**src/rtl/uart_pkg.sv**
```systemverilog
// Shared UART definitions: state encoding, parity modes and frame sizing.
// Used by both the transmit framer and the receiver.
package uart_pkg;

  localparam logic [2:0] IDLE_ENC   = 3'd0;
  localparam logic [2:0] START_ENC  = 3'd1;
  localparam logic [2:0] DATA_ENC   = 3'd2;
  localparam logic [2:0] PARITY_ENC = 3'd3;
  localparam logic [2:0] STOP_ENC   = 3'd4;

  typedef enum logic [2:0] {
    IDLE   = IDLE_ENC,
    START  = START_ENC,
    DATA   = DATA_ENC,
    PARITY = PARITY_ENC,
    STOP   = STOP_ENC
  } uart_state_e;

  localparam bit PARITY_MODE_EVEN = 1'b0;
  localparam bit PARITY_MODE_ODD  = 1'b1;

  function automatic int unsigned frame_cycles(input int unsigned word_length,
                                               input int unsigned parity_en,
                                               input int unsigned stop_bits,
                                               input int unsigned clks_per_bit);
    return (1 + word_length + parity_en + stop_bits) * clks_per_bit;
  endfunction

endpackage

```
**src/rtl/uart_baud_tick.sv**
```systemverilog
// Bit-period counter: bit_end is high on the last clock of each bit period.
// restart realigns the count to a new frame start.
module uart_baud_tick #(
  parameter int CLKS_PER_BIT = 1
) (
  input  logic Clk,
  input  logic Reset,
  input  logic restart,
  output logic bit_end
);

  localparam int CW = (CLKS_PER_BIT > 1) ? $clog2(CLKS_PER_BIT) : 1;
  localparam logic [CW-1:0] LAST_CNT = CW'(CLKS_PER_BIT - 1);

  logic [CW-1:0] cnt;

  assign bit_end = (cnt == LAST_CNT);

  always_ff @(posedge Clk) begin
    if (Reset || restart || bit_end) begin
      cnt <= '0;
    end else begin
      cnt <= cnt + CW'(1);
    end
  end

endmodule

```
**src/rtl/uart_tx_framer.sv**
```systemverilog
// UART transmit framer: start, LSB-first data, optional parity and stop bits,
// with a one-word holding buffer for gap-free back-to-back frames.
module uart_tx_framer
  import uart_pkg::*;
#(
  parameter int WORD_LENGTH  = 8,
  parameter int CLKS_PER_BIT = 1,
  parameter int PARITY_EN    = 1,
  parameter int PARITY_ODD   = 0,
  parameter int STOP_BITS    = 1
) (
  input  logic                   Clk,
  input  logic                   Reset,
  input  logic [WORD_LENGTH-1:0] Parallel_In,
  input  logic                   Transmit,
  output logic                   Serial_Out,
  output logic                   Ready,
  output logic                   Busy,
  output logic                   Tx_Done
);

  localparam int IW = (WORD_LENGTH > 1) ? $clog2(WORD_LENGTH) : 1;
  localparam logic [IW-1:0] LAST_IDX = IW'(WORD_LENGTH - 1);

  function automatic logic calc_parity(input logic [WORD_LENGTH-1:0] word);
    return (^word) ^ (PARITY_ODD != 0);
  endfunction

  uart_state_e            state;
  logic [WORD_LENGTH-1:0] shifter;
  logic [WORD_LENGTH-1:0] holding;
  logic                   buf_full;
  logic                   par_bit;
  logic [IW-1:0]          bit_idx;
  logic                   stop_idx;
  logic                   so_q;
  logic                   busy_q;
  logic                   ready_q;
  logic                   done_q;

  logic bit_end;
  logic last_stop;
  logic final_stop;
  logic idle_accept;
  logic reload;
  logic buf_accept;

  assign last_stop   = (STOP_BITS < 2) || stop_idx;
  assign final_stop  = (state == STOP) && bit_end && last_stop;
  assign idle_accept = (state == IDLE) && Transmit && ready_q;
  assign reload      = final_stop && (buf_full || Transmit);
  // The final-stop edge hands a live Transmit straight to the shifter, so it
  // must not also be captured into the holding buffer.
  assign buf_accept  = (state != IDLE) && Transmit && ready_q && !final_stop;

  uart_baud_tick #(
    .CLKS_PER_BIT(CLKS_PER_BIT)
  ) u_baud_tick (
    .Clk    (Clk),
    .Reset  (Reset),
    .restart(idle_accept || reload),
    .bit_end(bit_end)
  );

  always_ff @(posedge Clk) begin
    if (Reset) begin
      state    <= IDLE;
      shifter  <= '0;
      holding  <= '0;
      buf_full <= 1'b0;
      par_bit  <= 1'b0;
      bit_idx  <= '0;
      stop_idx <= 1'b0;
      so_q     <= 1'b1;
      busy_q   <= 1'b0;
      ready_q  <= 1'b1;
      done_q   <= 1'b0;
    end else begin
      done_q <= 1'b0;
      if (buf_accept) begin
        holding  <= Parallel_In;
        buf_full <= 1'b1;
        ready_q  <= 1'b0;
      end
      case (state)
        IDLE: begin
          if (idle_accept) begin
            shifter <= Parallel_In;
            par_bit <= calc_parity(Parallel_In);
            state   <= START;
            so_q    <= 1'b0;
            busy_q  <= 1'b1;
          end
        end
        START: begin
          if (bit_end) begin
            state   <= DATA;
            bit_idx <= '0;
            so_q    <= shifter[0];
            shifter <= shifter >> 1;
          end
        end
        DATA: begin
          if (bit_end) begin
            if (bit_idx == LAST_IDX) begin
              stop_idx <= 1'b0;
              if (PARITY_EN != 0) begin
                state <= PARITY;
                so_q  <= par_bit;
              end else begin
                state <= STOP;
                so_q  <= 1'b1;
              end
            end else begin
              bit_idx <= bit_idx + IW'(1);
              so_q    <= shifter[0];
              shifter <= shifter >> 1;
            end
          end
        end
        PARITY: begin
          if (bit_end) begin
            state    <= STOP;
            stop_idx <= 1'b0;
            so_q     <= 1'b1;
          end
        end
        STOP: begin
          if (bit_end) begin
            if (!last_stop) begin
              stop_idx <= 1'b1;
            end else begin
              done_q <= 1'b1;
              if (buf_full) begin
                shifter  <= holding;
                par_bit  <= calc_parity(holding);
                buf_full <= 1'b0;
                ready_q  <= 1'b1;
                state    <= START;
                so_q     <= 1'b0;
              end else if (Transmit) begin
                shifter <= Parallel_In;
                par_bit <= calc_parity(Parallel_In);
                state   <= START;
                so_q    <= 1'b0;
              end else begin
                state  <= IDLE;
                busy_q <= 1'b0;
              end
            end
          end
        end
        default: state <= IDLE;
      endcase
    end
  end

  assign Serial_Out = so_q;
  assign Busy       = busy_q;
  assign Ready      = ready_q;
  assign Tx_Done    = done_q;

endmodule

```
**config.mk**
```make
export PLATFORM = sky130hd
export DESIGN_NAME = uart_tx_framer
export DESIGN_NICKNAME = d
export VERILOG_FILES = /design/src/rtl/uart_pkg.sv /design/src/rtl/uart_baud_tick.sv /design/src/rtl/uart_tx_framer.sv
export SDC_FILE = /design/constraint.sdc
export NUM_CORES = 1
export LEC_CHECK = 0
export ABC_AREA = 1
export BUFFER_PORTS_ARGS = -buffer_cell sky130_fd_sc_hd__buf_2
export CAP_MARGIN = 20
export CORE_MARGIN = 2
export CORE_UTILIZATION = 40
export DETAILED_ROUTE_END_ITERATION = 8
export GPL_TIMING_DRIVEN = 0
export RECOVER_POWER = 25
export SYNTH_ARGS = -nofsm -noshare
export SYNTH_HDL_FRONTEND = slang
export SYNTH_SLANG_ARGS = --single-unit
```
**constraint.sdc**
```tcl
create_clock -name Clk -period 2.1 [get_ports Clk]
set_clock_uncertainty 0.1 [all_clocks]
set_input_delay 0.105 -clock Clk [delete_from_list [all_inputs] [get_ports Clk]]
set_output_delay 0.105 -clock Clk [all_outputs]
set_load 0.1 [all_outputs]
```
==> run_results.csv <==
group,metric,value,unit
critical_path,worst-r2r-setup-slack,0.31,ns
power_and_ir_drop,switchingPower,1.29,mW
drt,firstDrtPassIters,4,
critical_path,path_cells,"clkbuf_1, clkbuf_1, o21ai_0, nand2_1, o221ai_1, nor2_1, nor2_1",
power_and_ir_drop,seq_power_share,0.304,
critical_path,worstPathArrival,1.87,ns
yosys,syn-num-nets,311,
hold_path,min_to,"holding[0]",
yosys,synthTopCellsByArea,"dfxtp_1 32%, nand2_1 23%, inv_1 8.3%",
critical_path,worstPathMaxFanout,10,
global_route,antenna_found_initial,0,
drt,viasPerCell,4.89,
timing,post-route-period-util,0.853,
power_and_ir_drop,leakagePower,0.983,nW
global_route,grt_start_max_net_pins,11,
finish,fill_cells,473,
timing,rsz0062_at_grt,"no",
hold_path,hold_path_class,"input port to flip-flop",
timing,period_minus_slack,1.79,ns
critical_path,crit_required,2.17,ns
critical_path,cp_num_buf_inv,2,
place,port_buffers,13,
place,dpl.hpwl,3.20,mm
yosys,avgSynthCellArea,6.06,um2
timing,layout_setup_ws,0.308,ns
finish,final_layout_size_suffix_gt1_frac,0.0878,
drt,drt-initial-drc-count,56,
drt,route.vias.total,1815,
floorplan,die_w,71.2,um
clock_network,ctsResizeCount,0,
floorplan,io-pin-count,15,
power_and_ir_drop,pwr-share-comb,0.533,
place,gp_congestion,0.775,
clock_network,path_clk_slew,0.06,ns
finish,n_antenna_cell,0,
hold_path,holdPathStages,3,
clock_network,clockBufferDepth,2,
clock_network,ctsRootBufferMaster,"clkbuf_8",
critical_path,reg2reg_from,"buf_full",
timing,finalSetupViolations,0,
run_status,status,"completed",
clock_network,hold_buffers,0,
floorplan,coreArea,4350,um2
clock_network,clkLatencyLatePin,0.28,ns
critical_path,slowest_delay,0.39,ns
yosys,syn-cell-area,1810,um2
timing,slew_headroom,0.228,
drt,drt-wirelength-per-cell,11.1,um
power_and_ir_drop,p_sw_frac,0.480,
power_and_ir_drop,ir_drop,0.000568,V
place,dp_slack,0.317,ns
power_and_ir_drop,power_frac_clock,0.163,
critical_path,worst_r2r_endpoint,"shifter[6]",
finish,nNetsFinal,331,
finish,multi_input_comb_area,1020,um2
floorplan,chipHeight,71.2,um
timing,tightest_slew,1.16,ns
power_and_ir_drop,total_power,2.69,mW
drt,drc_errors,0,
yosys,ys_ff_latch,29,
hold_path,worstHoldStart,"Parallel_In[0]",
drt,antenna_left,0,
critical_path,cp-start-kind,"flip-flop",
global_route,grt_pass1_vias,1727,
yosys,synth_cell_types,25,
global_route,grt_pass1_wl,7.24,mm
floorplan,start_util,0.415,
clock_network,htreeDepth,2,
flow_run,drv_cap,0,
critical_path,crit_family,"buffers and inverters",
timing,tns,0,ns
critical_path,endpoint_kind,"flip-flop",
critical_path,crit_slowest_cell,"clkbuf_1",
power_and_ir_drop,p_int,1.40,mW
clock_network,cts_setup_buffers,0,
finish,syn_to_final_growth,11.2,%
finish,regArea,581,um2
critical_path,critPathKind,"flip-flop to flip-flop",
timing,fmax,558,MHz
clock_network,cts_tree,"yes",
critical_path,rr_worst_depth,7,
floorplan,rows,24,
timing,hold_viol,0,
drt,wl,4.12,mm
yosys,synth_top_area_frac,0.322,
clock_network,cts_sinks,29,
global_route,grt_remaining_overflow,0,
yosys,ys_warn_count,0,
global_route,grt_usage,0.179,
floorplan,die_area,5070,um2
yosys,netlist_instances,298,
timing,slew_viol_final,0,
power_and_ir_drop,p_per_area,1340,nW/um2
finish,utilization,0.461,
yosys,yosysSeqAreaShare,0.322,
clock_network,cts_buffers,5,
yosys,synth_top_area_cell,"dfxtp_1",
==> placed cells by master (no fill, tap or decap), types with 2 or more instances in the layout <==
master	n
clkbuf_1	11
nor3_1	2
buf_2	11
o211ai_1	2
inv_1	40
a31oi_1	2
dfxtp_1	29
nor2_4	3
ha_1	2
nand2_1	112
nand2_2	3
inv_2	2
nor2_1	30
o21ai_0	27
o221ai_1	7
nand3_1	9
clkbuf_8	5
a21oi_1	14
==> kinds of logic after synthesis <==
| kind of cell | Yosys count | share of synthesized area |
|---|---|---|
| other | 1 | 0.00208 |
| and+or+nand+nor | 161 | 0.365 |
| AOI/OAI and AO/OA | 54 | 0.183 |
| DFF | 29 | 0.322 |
| buffers and inverters | 50 | 0.109 |
| xor gates and xnor gates | 1 | 0.00485 |
| adders and majority gates | 2 | 0.0139 |
==> sequential cells by signal (all words and copies together), names as in the netlist <==
name             cells
holding              8
u_baud_tick.cnt      1
shifter              8
Serial_Out           1
par_bit              1
bit_idx              3
Tx_Done              1
Ready                1
Busy                 1
state                3
buf_full             1
==> tightest hold or removal path, cell delays in order <==
cell and delay [ns]:
buf_2 0.10, o21ai_0 0.08, a21oi_1 0.11
==> synthesized netlist by cell type (all sizes together) <==
cell / number
nand2: 115
inv: 42
nor2: 34
dfxtp: 29
o21ai: 27
a21oi: 14
nand3: 10
o221ai: 7
buf: 4
clkbuf: 4
a31oi: 2
ha: 2
nor3: 2
o211ai: 2
conb: 1
o2111ai: 1
o211a: 1
xnor2: 1
==> cell type report <==
type | instances | share of cell area
plain buffers | 8 | 0.0199
clock buffers | 8 | 0.0399
inverters | 42 | 0.0785
multi-input cells | 219 | 0.510
flip-flops and latches | 29 | 0.289
well taps | 52 | 0.0324
repair buffers | 13 | 0.0299
==> power by group through the flow <==
stage               clock network (mW)  logic [mW]  registers (mW)
floorplan                            0        1.04           0.959
global placement                     0        1.43           0.826
detailed placement                   0        1.44           0.829
CTS                              0.454        1.45           0.817
global route                     0.479        1.66           0.837
finish                           0.438        1.43           0.817
==> layer usage <==
metal / GRT usage / wire [um]
met5: 0 / 0
met4: 0.0566 / 55
met3: 0.0470 / 116
met2: 0.309 / 1880
met1: 0.215 / 2070
==> how the worst max path moves through the flow <==
stage / start / to / cells past startpoint
3_5_place_dp: bit_idx[0] / shifter[6] / 7
3_3_place_gp: bit_idx[0] / shifter[7] / 7
2_1_floorplan: Ready / shifter[5] / 8
4_1_cts: bit_idx[0] / shifter[6] / 7
5_1_grt: buf_full / shifter[0] / 7
6_report: buf_full / shifter[6] / 7
==> stage by stage <==
step | area (um2) | hold slack (ns) | instances
final | 2010 | 0.0392 | 371
after floorplan | 1810 | 0.170 | 298
after global placement | 1940 | 0.312 | 363
after global routing | 2010 | 0.0599 | 371
after detailed placement | 1940 | 0.321 | 363
after CTS | 2020 | 0.0341 | 371
Power figures use the tool's default switching activity.
